--- config.mk ---
export PLATFORM = sky130hd
export DESIGN_NAME = ltc2308_responder_flat
export DESIGN_NICKNAME = d
export VERILOG_FILES = /design/src/rtl/ltc2308_responder_if.sv /design/src/rtl/ltc2308_responder.sv /design/src/flat_wrapper.sv
export SDC_FILE = /design/constraint.sdc
export NUM_CORES = 1
export LEC_CHECK = 0
export BUFFER_PORTS_ARGS = -buffer_cell sky130_fd_sc_hd__clkbuf_2
export CORE_UTILIZATION = 56
export CTS_CLUSTER_DIAMETER = 200
export DETAILED_ROUTE_END_ITERATION = 16
export GPL_ROUTABILITY_DRIVEN = 1
export PLACE_DENSITY = 0.77
export SKIP_LAST_GASP = 1
export SLEW_MARGIN = 20
export SYNTH_ARGS = -nofsm -noshare
export SYNTH_HDL_FRONTEND = slang
export SYNTH_SLANG_ARGS = --single-unit
--- constraint.sdc ---
create_clock -name clk -period 2.57 [get_ports clk]
set_clock_uncertainty 0.1 [all_clocks]
set_input_delay 0.3855 -clock clk [delete_from_list [all_inputs] [get_ports clk]]
set_output_delay 0.3855 -clock clk [all_outputs]
set_load 0.01 [all_outputs]
--- src/rtl/ltc2308_responder_if.sv ---
// Serial link between an LTC2308-style ADC master and the responder model.
// The master drives convst/sck/sdi; the responder returns result bits on sdo.
interface ltc2308_responder_if;
  logic convst;
  logic sck;
  logic sdi;
  logic sdo;

  modport master (
    output convst,
    output sck,
    output sdi,
    input  sdo
  );

  modport slave (
    input  convst,
    input  sck,
    input  sdi,
    output sdo
  );
endinterface

--- src/rtl/ltc2308_responder.sv ---
// Behavioural LTC2308 responder: synchronises the master's serial pins, runs a
// timed conversion and shifts the 12-bit result out while a new config shifts in.
module ltc2308_responder #(
  parameter int unsigned CONV_CYCLES = 80
) (
  input  logic               clk,
  input  logic               reset_n,
  ltc2308_responder_if.slave bus,
  input  logic [11:0]        adc_src,
  output logic [2:0]         ch_sel,
  output logic [5:0]         cfg,
  output logic               busy,
  output logic               conv_done
);

  localparam int unsigned    CW        = (CONV_CYCLES > 1) ? $clog2(CONV_CYCLES) : 1;
  localparam logic [CW-1:0]  CNT_LOAD  = CW'(CONV_CYCLES - 1);
  localparam logic [5:0]     CFG_RESET = 6'b100010;
  localparam logic [2:0]     CFG_BITS  = 3'd6;
  localparam logic [3:0]     OUT_BITS  = 4'd12;

  typedef enum logic [1:0] {
    IDLE,
    CONVERT,
    READY
  } state_t;

  state_t state, state_next;

  logic [1:0] convst_sync;
  logic [1:0] sck_sync;
  logic [1:0] sdi_sync;
  logic       convst_d;
  logic       sck_d;
  logic [2:0] sync_vld;

  logic convst_s, sck_s, sdi_s;
  logic convst_rise, sck_rise, sck_fall;

  logic [CW-1:0] cnt;
  logic [5:0]    stage;
  logic [2:0]    in_cnt;
  logic [11:0]   sr;
  logic [3:0]    out_cnt;

  logic enter_conv;
  logic capture;
  logic shift_in;
  logic shift_out;

  always_ff @(posedge clk or negedge reset_n) begin
    if (!reset_n) begin
      convst_sync <= '0;
      sck_sync    <= '0;
      sdi_sync    <= '0;
      convst_d    <= 1'b0;
      sck_d       <= 1'b0;
      sync_vld    <= '0;
    end else begin
      convst_sync <= {convst_sync[0], bus.convst};
      sck_sync    <= {sck_sync[0], bus.sck};
      sdi_sync    <= {sdi_sync[0], bus.sdi};
      convst_d    <= convst_sync[1];
      sck_d       <= sck_sync[1];
      sync_vld    <= {sync_vld[1:0], 1'b1};
    end
  end

  assign convst_s = convst_sync[1];
  assign sck_s    = sck_sync[1];
  assign sdi_s    = sdi_sync[1];

  // Edges are qualified until the pipeline holds real pin history, so a
  // convst already high at reset release does not look like a rising edge.
  assign convst_rise = sync_vld[2] &  convst_s & ~convst_d;
  assign sck_rise    = sync_vld[2] &  sck_s    & ~sck_d;
  assign sck_fall    = sync_vld[2] & ~sck_s    &  sck_d;

  always_ff @(posedge clk or negedge reset_n) begin
    if (!reset_n) begin
      state <= IDLE;
    end else begin
      state <= state_next;
    end
  end

  always_comb begin
    state_next = state;
    enter_conv = 1'b0;
    capture    = 1'b0;
    case (state)
      IDLE: begin
        if (convst_rise) begin
          enter_conv = 1'b1;
          state_next = CONVERT;
        end
      end
      CONVERT: begin
        if (cnt == '0) begin
          capture    = 1'b1;
          state_next = READY;
        end
      end
      READY: begin
        if (convst_rise) begin
          enter_conv = 1'b1;
          state_next = CONVERT;
        end
      end
      default: state_next = IDLE;
    endcase
  end

  // A convst edge in the same cycle wins; the coincident sck edge is dropped.
  assign shift_in  = (state == READY) && sck_rise && !convst_rise && (in_cnt < CFG_BITS);
  assign shift_out = (state == READY) && sck_fall && !convst_rise && (out_cnt < OUT_BITS);

  always_ff @(posedge clk or negedge reset_n) begin
    if (!reset_n) begin
      cnt     <= '0;
      cfg     <= CFG_RESET;
      stage   <= '0;
      in_cnt  <= '0;
      sr      <= '0;
      out_cnt <= '0;
    end else begin
      if (enter_conv) begin
        cnt    <= CNT_LOAD;
        in_cnt <= '0;
        if (in_cnt == CFG_BITS) begin
          cfg <= stage;
        end
      end else if ((state == CONVERT) && (cnt != '0)) begin
        cnt <= cnt - CW'(1);
      end

      if (capture) begin
        sr      <= cfg[1] ? adc_src : (adc_src ^ 12'h800);
        out_cnt <= '0;
      end

      if (shift_in) begin
        stage  <= {stage[4:0], sdi_s};
        in_cnt <= in_cnt + 3'd1;
      end

      if (shift_out) begin
        sr      <= {sr[10:0], 1'b0};
        out_cnt <= out_cnt + 4'd1;
      end
    end
  end

  always_comb begin
    bus.sdo   = 1'b0;
    busy      = (state == CONVERT);
    conv_done = capture;
    if ((state == READY) && !convst_s && (out_cnt < OUT_BITS)) begin
      bus.sdo = sr[11];
    end
  end

  // Channel index is {S1,S0,O/S} regardless of single-ended/differential mode.
  assign ch_sel = {cfg[3], cfg[2], cfg[4]};

endmodule

--- src/flat_wrapper.sv ---
// flat-port wrapper written by rule: the top's interface ports become plain ports
module ltc2308_responder_flat 
#(
  parameter int unsigned CONV_CYCLES = 80
)
  (clk, reset_n, adc_src, ch_sel, cfg, busy, conv_done, bus_convst, bus_sck, bus_sdi, bus_sdo);
  ltc2308_responder_if bus_i ();
  input  logic clk;
  input  logic reset_n;
  input  logic [11:0] adc_src;
  output logic [2:0] ch_sel;
  output logic [5:0] cfg;
  output logic busy;
  output logic conv_done;
  input wire logic [$bits(bus_i.convst)-1:0] bus_convst;
  input wire logic [$bits(bus_i.sck)-1:0] bus_sck;
  input wire logic [$bits(bus_i.sdi)-1:0] bus_sdi;
  output wire logic [$bits(bus_i.sdo)-1:0] bus_sdo;
  assign bus_i.convst = bus_convst;
  assign bus_i.sck = bus_sck;
  assign bus_i.sdi = bus_sdi;
  assign bus_sdo = bus_i.sdo;
  ltc2308_responder #(.CONV_CYCLES(CONV_CYCLES)) u_core (.clk(clk), .reset_n(reset_n), .bus(bus_i), .adc_src(adc_src), .ch_sel(ch_sel), .cfg(cfg), .busy(busy), .conv_done(conv_done));
endmodule
==> run_results.csv, run 1 <==
group,metric,value,unit
clocking,numCtsBuffers,5,
synthesis,ys_types,41,
clocking,clock-sinks,51,
setup_path,critPathLaunchType,"flop",
synthesis,synthCells,177,
synthesis,synth.most_common_cell,"dfrtp_1",
setup_path,path_max_fanout,9,
synthesis,synth-seq-area-share,57.9,%
setup_path,ff2ff_path_depth,4,
synthesis,postSynthAreaPerCell,12.5,um2
clocking,cts_resized,0,
setup_path,reg2reg_to,"u_core.out_cnt[3]$_DFFE_PN0P_",
setup_path,crit_arrival,1.90,ns
setup_path,path_buf_inv,1,
pwr,pwr_density_cell,785,nW/um2
setup_path,crit_chain,"or4_1 -> nor3_1 -> clkbuf_2",
final_layout,multi_input_area,852,um2
die,io_pins,29,
sta,min_period,2.39,ns
synthesis,synth_nets,199,
flow_run,drv_cap,0,
setup_path,crit_start,"u_core.cnt[2]$_DFFE_PN0P_",
sta,setup_viol,0,
final_layout,drive_gt1_share,28.2,%
die,core_area,3720,um2
die,initial_core_util,59.4,%
sta,tns,0,ns
route,drtAntennaViolNets,0,
grt,grt_use_total,20.7,%
sta,max_slew_margin,67.1,%
final_layout,fin_util,66.9,%
clocking,clkTransAtPathRegs,0.08,ns
synthesis,synth_top_area_cell,"dfrtp_1",
synthesis,synthFlopType,"dfrtp_1",
pwr,leakage,1.26,nW
grt,grt_pass1_wl,6.55,mm
place,hpwl,2.79,mm
clocking,clockBufferDepth,2,
place,port_buffers,28,
pwr,vdd_ir_drop_max,509,uV
grt,antenna_found_initial,0,
synthesis,synth_edf_count,0,
sta,slew_violations,0,
final_layout,fillers,289,
setup_path,regToRegStartpoint,"u_core.cnt[2]$_DFFE_PN0P_",
sta,worst_pin_slew,0.480,ns
synthesis,netlist_area,2210,um2
synthesis,synth_warnings,0,
setup_path,crit_cells,3,
place,dp.cells,248,
sta,rsz0062_at_grt,"false",
die,die_y,64.8,um
sta,max_freq,0.419,GHz
setup_path,max_stage_delay,0.71,ns
final_layout,area_growth,12.6,%
clocking,clock_latency,0.30,ns
setup_path,worst-setup-path-type,"reg -> out",
route,via_per_inst,5.54,
die,die_w,64.8,um
final_layout,nets,230,
clocking,htree_num_levels,2,
place,gp_congestion,0.853,
setup_path,crit_family,"simple AND/OR/NAND/NOR gates",
route,num_vias,1424,
setup_path,worstSetupEndpoint,"conv_done",
setup_path,cp.required,2.08,ns
route,routedWlPerCell,14.6,um
synthesis,ys_top_cells_by_count,"49 x dfrtp_1, 13 x mux2_2, 13 x nand2_1, 9 x a21o_1, 9 x a22o_1",
clocking,cts_tree,"built",
clocking,cts-root-buf,"clkbuf_8",
route,drtPass1Iterations,4,
hold_path,min_path_type,"in -> reg",
setup_path,regToRegSetupSlack,0.45,ns
route,drtIter0Drc,138,
synthesis,async_flop_share,100,%
final_layout,stdcell_count,257,
die,core.rowCount,22,
synthesis,synthDominantCellAreaShare,55.6,%
grt,grt-ovfl-total,0,
final_layout,antenna_cells,0,
outcome,outcome,"finished, final reports clean",
grt,grt_pass1_vias,1495,
route,drt-total-wl,3.76,mm
sta,finalCritPeriodShare,92.9,%
final_layout,regArea,1280,um2
clocking,hold_buffers,1,
die,die-area,4200,um2
setup_path,cpMaxStageDelayCell,"or4_1",
clocking,postCtsSetupRepairBufs,0,
pwr,power,1.95,mW
synthesis,ys_ff_latch,51,
route,route.detailed.drc,0,
setup_path,cp-end-kind,"output port",
grt,grt_max_degree,27,
synthesis,synthTopCellsByArea,"dfrtp_1 56%, mux2_2 6.6%, a22o_1 3.6%",
sta,hold_viol,0,
[layout by cell type (no fill, tap or decap), types with 4 or more instances in the layout]
| cell type | synthesis | layout |
|---|---|---|
| mux2_2 | 13 | 13 |
| a22o_1 | 9 | 9 |
| buf_4 | 3 | 4 |
| clkbuf_8 | 0 | 7 |
| dfrtp_1 | 49 | 49 |
| nor3_1 | 5 | 5 |
| o21ai_0 | 4 | 4 |
| a21o_1 | 9 | 9 |
| nor2b_1 | 4 | 4 |
| nand3_1 | 5 | 5 |
| nand2_1 | 13 | 13 |
| nor2_1 | 5 | 5 |
| ha_1 | 5 | 5 |
| clkbuf_2 | 0 | 28 |
| nand2b_1 | 4 | 4 |
[metrics by stage]
stage	setup slack [ns]	hold slack (ns)	cell area, um2
global placement	0.517	0.233	2380
finish	0.181	0.0899	2490
detailed placement	0.466	0.235	2380
global route	0.0871	0.0769	2490
CTS	0.189	0.0826	2490
floorplan	0.615	-0.0101	2210
[cell type report]
cell class / instances / share of cell area (%)
Clock buffer: 8 / 4.03
Inverter: 4 / 0.604
Multi-Input combinational cell: 113 / 34.3
Timing Repair Buffer: 33 / 7.25
Sequential cell: 51 / 51.4
Tap cell: 48 / 2.42
[logic make-up after synthesis]
family | share of synthesized area (%)
DFF | 57.9
and+or+nand+nor | 12.8
AOI/OAI and AO/OA | 12.9
muxes | 7.99
buffers and inverters | 3.46
adders and majority gates | 2.83
xor gates and xnor gates | 1.98
other | 0.170
[report_power, final]
group | total, mW | internal [mW] | leakage [nW] | switching (mW)
clock network | 0.482 | 0.246 | 0.0515 | 0.237
registers | 1.07 | 0.957 | 0.643 | 0.110
logic | 0.402 | 0.176 | 0.568 | 0.226
[routing by layer]
layer  vias to the layer above  track usage (%)  part of all wire (%)
li1                        690                -                     -
met1                       702             25.9                    43
met2                        30             36.2                    52
met3                         2             5.28                   4.1
met4                         0             4.17                  0.72
met5                         -                0                     0
[worst reg2reg max path: stages (launching register included)]
cell     delay (ns)
dfrtp_1        0.43
or4_1          0.71
nor3_4         0.31
nor2_2         0.15
a211o_1        0.31
[sequential cells by signal, indices dropped and copies added, names as in the netlist]
name and cells:
u_core.cfg 6, u_core.cnt 7, u_core.convst_d 1, u_core.convst_sync 2, u_core.in_cnt 3, u_core.out_cnt 4
u_core.sck_d 1, u_core.sck_sync 2, u_core.sdi_sync 2, u_core.sr 12, u_core.stage 6, u_core.state 2
u_core.sync_vld 3
[worst min-delay path by stage]
stage / startpoint / cells after the start / slack, ns / endpoint
final: bus_convst / 1 / 0.09 / u_core.convst_sync[0]$_DFF_PN0_
after detailed placement: u_core.convst_sync[0]$_DFF_PN0_ / 0 / 0.23 / u_core.convst_sync[1]$_DFF_PN0_
after floorplan: reset_n / 0 / -0.01 / u_core.cfg[0]$_DFFE_PN0P_
after global placement: u_core.convst_sync[0]$_DFF_PN0_ / 0 / 0.23 / u_core.convst_sync[1]$_DFF_PN0_
after global routing: bus_convst / 1 / 0.08 / u_core.convst_sync[0]$_DFF_PN0_
after CTS: bus_convst / 1 / 0.08 / u_core.convst_sync[0]$_DFF_PN0_
Power figures use the tool's default switching activity.
==> run 2: changes to the inputs <==
--- a/config.mk
+++ b/config.mk
@@ -6,11 +6,13 @@
 export NUM_CORES = 1
 export LEC_CHECK = 0
 export BUFFER_PORTS_ARGS = -buffer_cell sky130_fd_sc_hd__clkbuf_2
-export CORE_UTILIZATION = 56
+export CELL_PAD_IN_SITES_DETAIL_PLACEMENT = 0
+export CELL_PAD_IN_SITES_GLOBAL_PLACEMENT = 2
+export CORE_UTILIZATION = 38
 export CTS_CLUSTER_DIAMETER = 200
 export DETAILED_ROUTE_END_ITERATION = 16
 export GPL_ROUTABILITY_DRIVEN = 1
-export PLACE_DENSITY = 0.77
+export PLACE_DENSITY = 0.76
 export SKIP_LAST_GASP = 1
 export SLEW_MARGIN = 20
 export SYNTH_ARGS = -nofsm -noshare
==> run 2 against run 1 <==
Compared with the run above: sequential share of layout area rose by 0.16 points; wire length is 2.5% higher; clock power is 11% lower; critical path type unchanged; critical endpoint unchanged; largest power group unchanged.
==> run_results.csv, run 2 (synthesized netlist as in run 1, its figures left out) <==
group,metric,value,unit
sta,finalCritPeriodShare,90.7,%
final_layout,nets,228,
outcome,outcome,"finished, final reports clean",
setup_path,ff2ff_path_depth,4,
sta,worst_pin_slew,0.638,ns
clocking,postCtsSetupRepairBufs,0,
sta,max_freq,0.429,GHz
setup_path,critPathLaunchType,"flop",
sta,hold_viol,0,
final_layout,largest_reg_flops,12,
clocking,clockBufferDepth,2,
final_layout,regMostFlops,"u_core.sr",
grt,grt_pass1_vias,1385,
flow_run,drv_cap,0,
grt,grt_max_degree,52,
setup_path,cp.required,2.08,ns
die,core.rowCount,27,
setup_path,crit_start,"u_core.cnt[2]$_DFFE_PN0P_",
pwr,vdd_ir_drop_max,330,uV
pwr,leakage,1.24,nW
die,die-area,6120,um2
setup_path,cp-end-kind,"output port",
die,io_pins,29,
grt,grt_pass1_wl,6.65,mm
place,dp.cells,271,
final_layout,drive_gt1_share,27.7,%
grt,antenna_found_initial,0,
clocking,clock_latency,0.30,ns
die,die_w,78.2,um
place,port_buffers,28,
die,core_area,5540,um2
clocking,cts-root-buf,"clkbuf_8",
setup_path,path_max_fanout,9,
route,via_per_inst,5.08,
grt,grt-ovfl-total,0,
die,die_y,78.2,um
sta,setup_viol,0,
setup_path,worst-setup-path-type,"reg -> out",
grt,grt_use_total,14.0,%
route,drtIter0Drc,71,
setup_path,crit_arrival,1.84,ns
final_layout,top_regs,"u_core.sr: 12 flops, u_core.cnt: 7 flops",
sta,min_period,2.33,ns
route,routedWlPerCell,13.9,um
clocking,cts_resized,0,
pwr,pwr_density_cell,757,nW/um2
final_layout,area_growth,12.3,%
clocking,clock-sinks,51,
final_layout,final_common_cell,"dfrtp_1",
place,gp_congestion,0.719,
clocking,htree_num_levels,2,
sta,max_slew_margin,57.4,%
final_layout,layout_common_cells,"49 x dfrtp_1, 28 x clkbuf_2, 13 x nand2_1, 13 x mux2_2",
final_layout,antenna_cells,0,
route,drt-total-wl,3.86,mm
clocking,clkTransAtPathRegs,0.09,ns
route,drtPass1Iterations,4,
setup_path,regToRegStartpoint,"u_core.cnt[2]$_DFFE_PN0P_",
place,hpwl,2.68,mm
clocking,hold_buffers,0,
route,drtAntennaViolNets,0,
clocking,numCtsBuffers,5,
sta,tns,0,ns
hold_path,min_path_type,"in -> async",
die,initial_core_util,39.8,%
final_layout,stdcell_count,278,
pwr,power,1.88,mW
route,num_vias,1412,
route,route.detailed.drc,0,
sta,rsz0062_at_grt,"false",
clocking,cts_tree,"built",
sta,slew_violations,0,
run 2: metal layers:
layer	routed length, um	global-route usage [%]	vias up
li1	-	-	685
met4	29	3.89	0
met1	1860	18.4	682
met5	0	0	-
met2	1770	22.3	39
met3	209	4.53	6
run 2: critical path, cell delays in order, from the launching register on:
cell      delay (ns)
dfrtp_1         0.43
or4_1           0.72
nor3_1          0.24
clkbuf_2        0.16
run 2: area by class of cell:
cell class	count	area, um2
clock buffers	6	72.6
clock inverters	1	7.51
fillers	551	3060
inverters	4	15.0
multi-input cells	113	852
flip-flops and latches	51	1280
well taps	72	90.1
repair buffers	31	163
run 2: worst paths after layout:
| path | endpoint | slack (ns) |
|---|---|---|
| worst max-delay path | conv_done | 0.24 |
| worst min register to register | u_core.sync_vld[1]$_DFF_PN0_ | 0.25 |
| worst max register to register | u_core.out_cnt[3]$_DFFE_PN0P_ | 0.42 |
| min in group clk | u_core.convst_sync[0]$_DFF_PN0_ | 0.09 |
| max in group asynchronous | u_core.in_cnt[1]$_DFFE_PN0P_ | 1.85 |
| worst min-delay path | u_core.sr[2]$_DFFE_PN0P_ | 0.09 |
run 2: power by group:
group / leakage (nW) / switching (mW) / internal, mW
sequential: 0.643 / 0.105 / 0.957
clock: 0.0373 / 0.244 / 0.187
combinational: 0.559 / 0.212 / 0.172
total: 1.24 / 0.560 / 1.32
run 2: through the flow:
step                setup slack (ns)  area [um2]  hold slack [ns]  utilization (%)
floorplan                      0.615        2210          -0.0101                -
global placement               0.460        2400            0.232             43.3
detailed placement             0.402        2400            0.235             43.3
CTS                            0.224        2480           0.0821             44.7
global route                   0.136        2480           0.0694             44.7
finish                         0.240        2480           0.0899             44.7
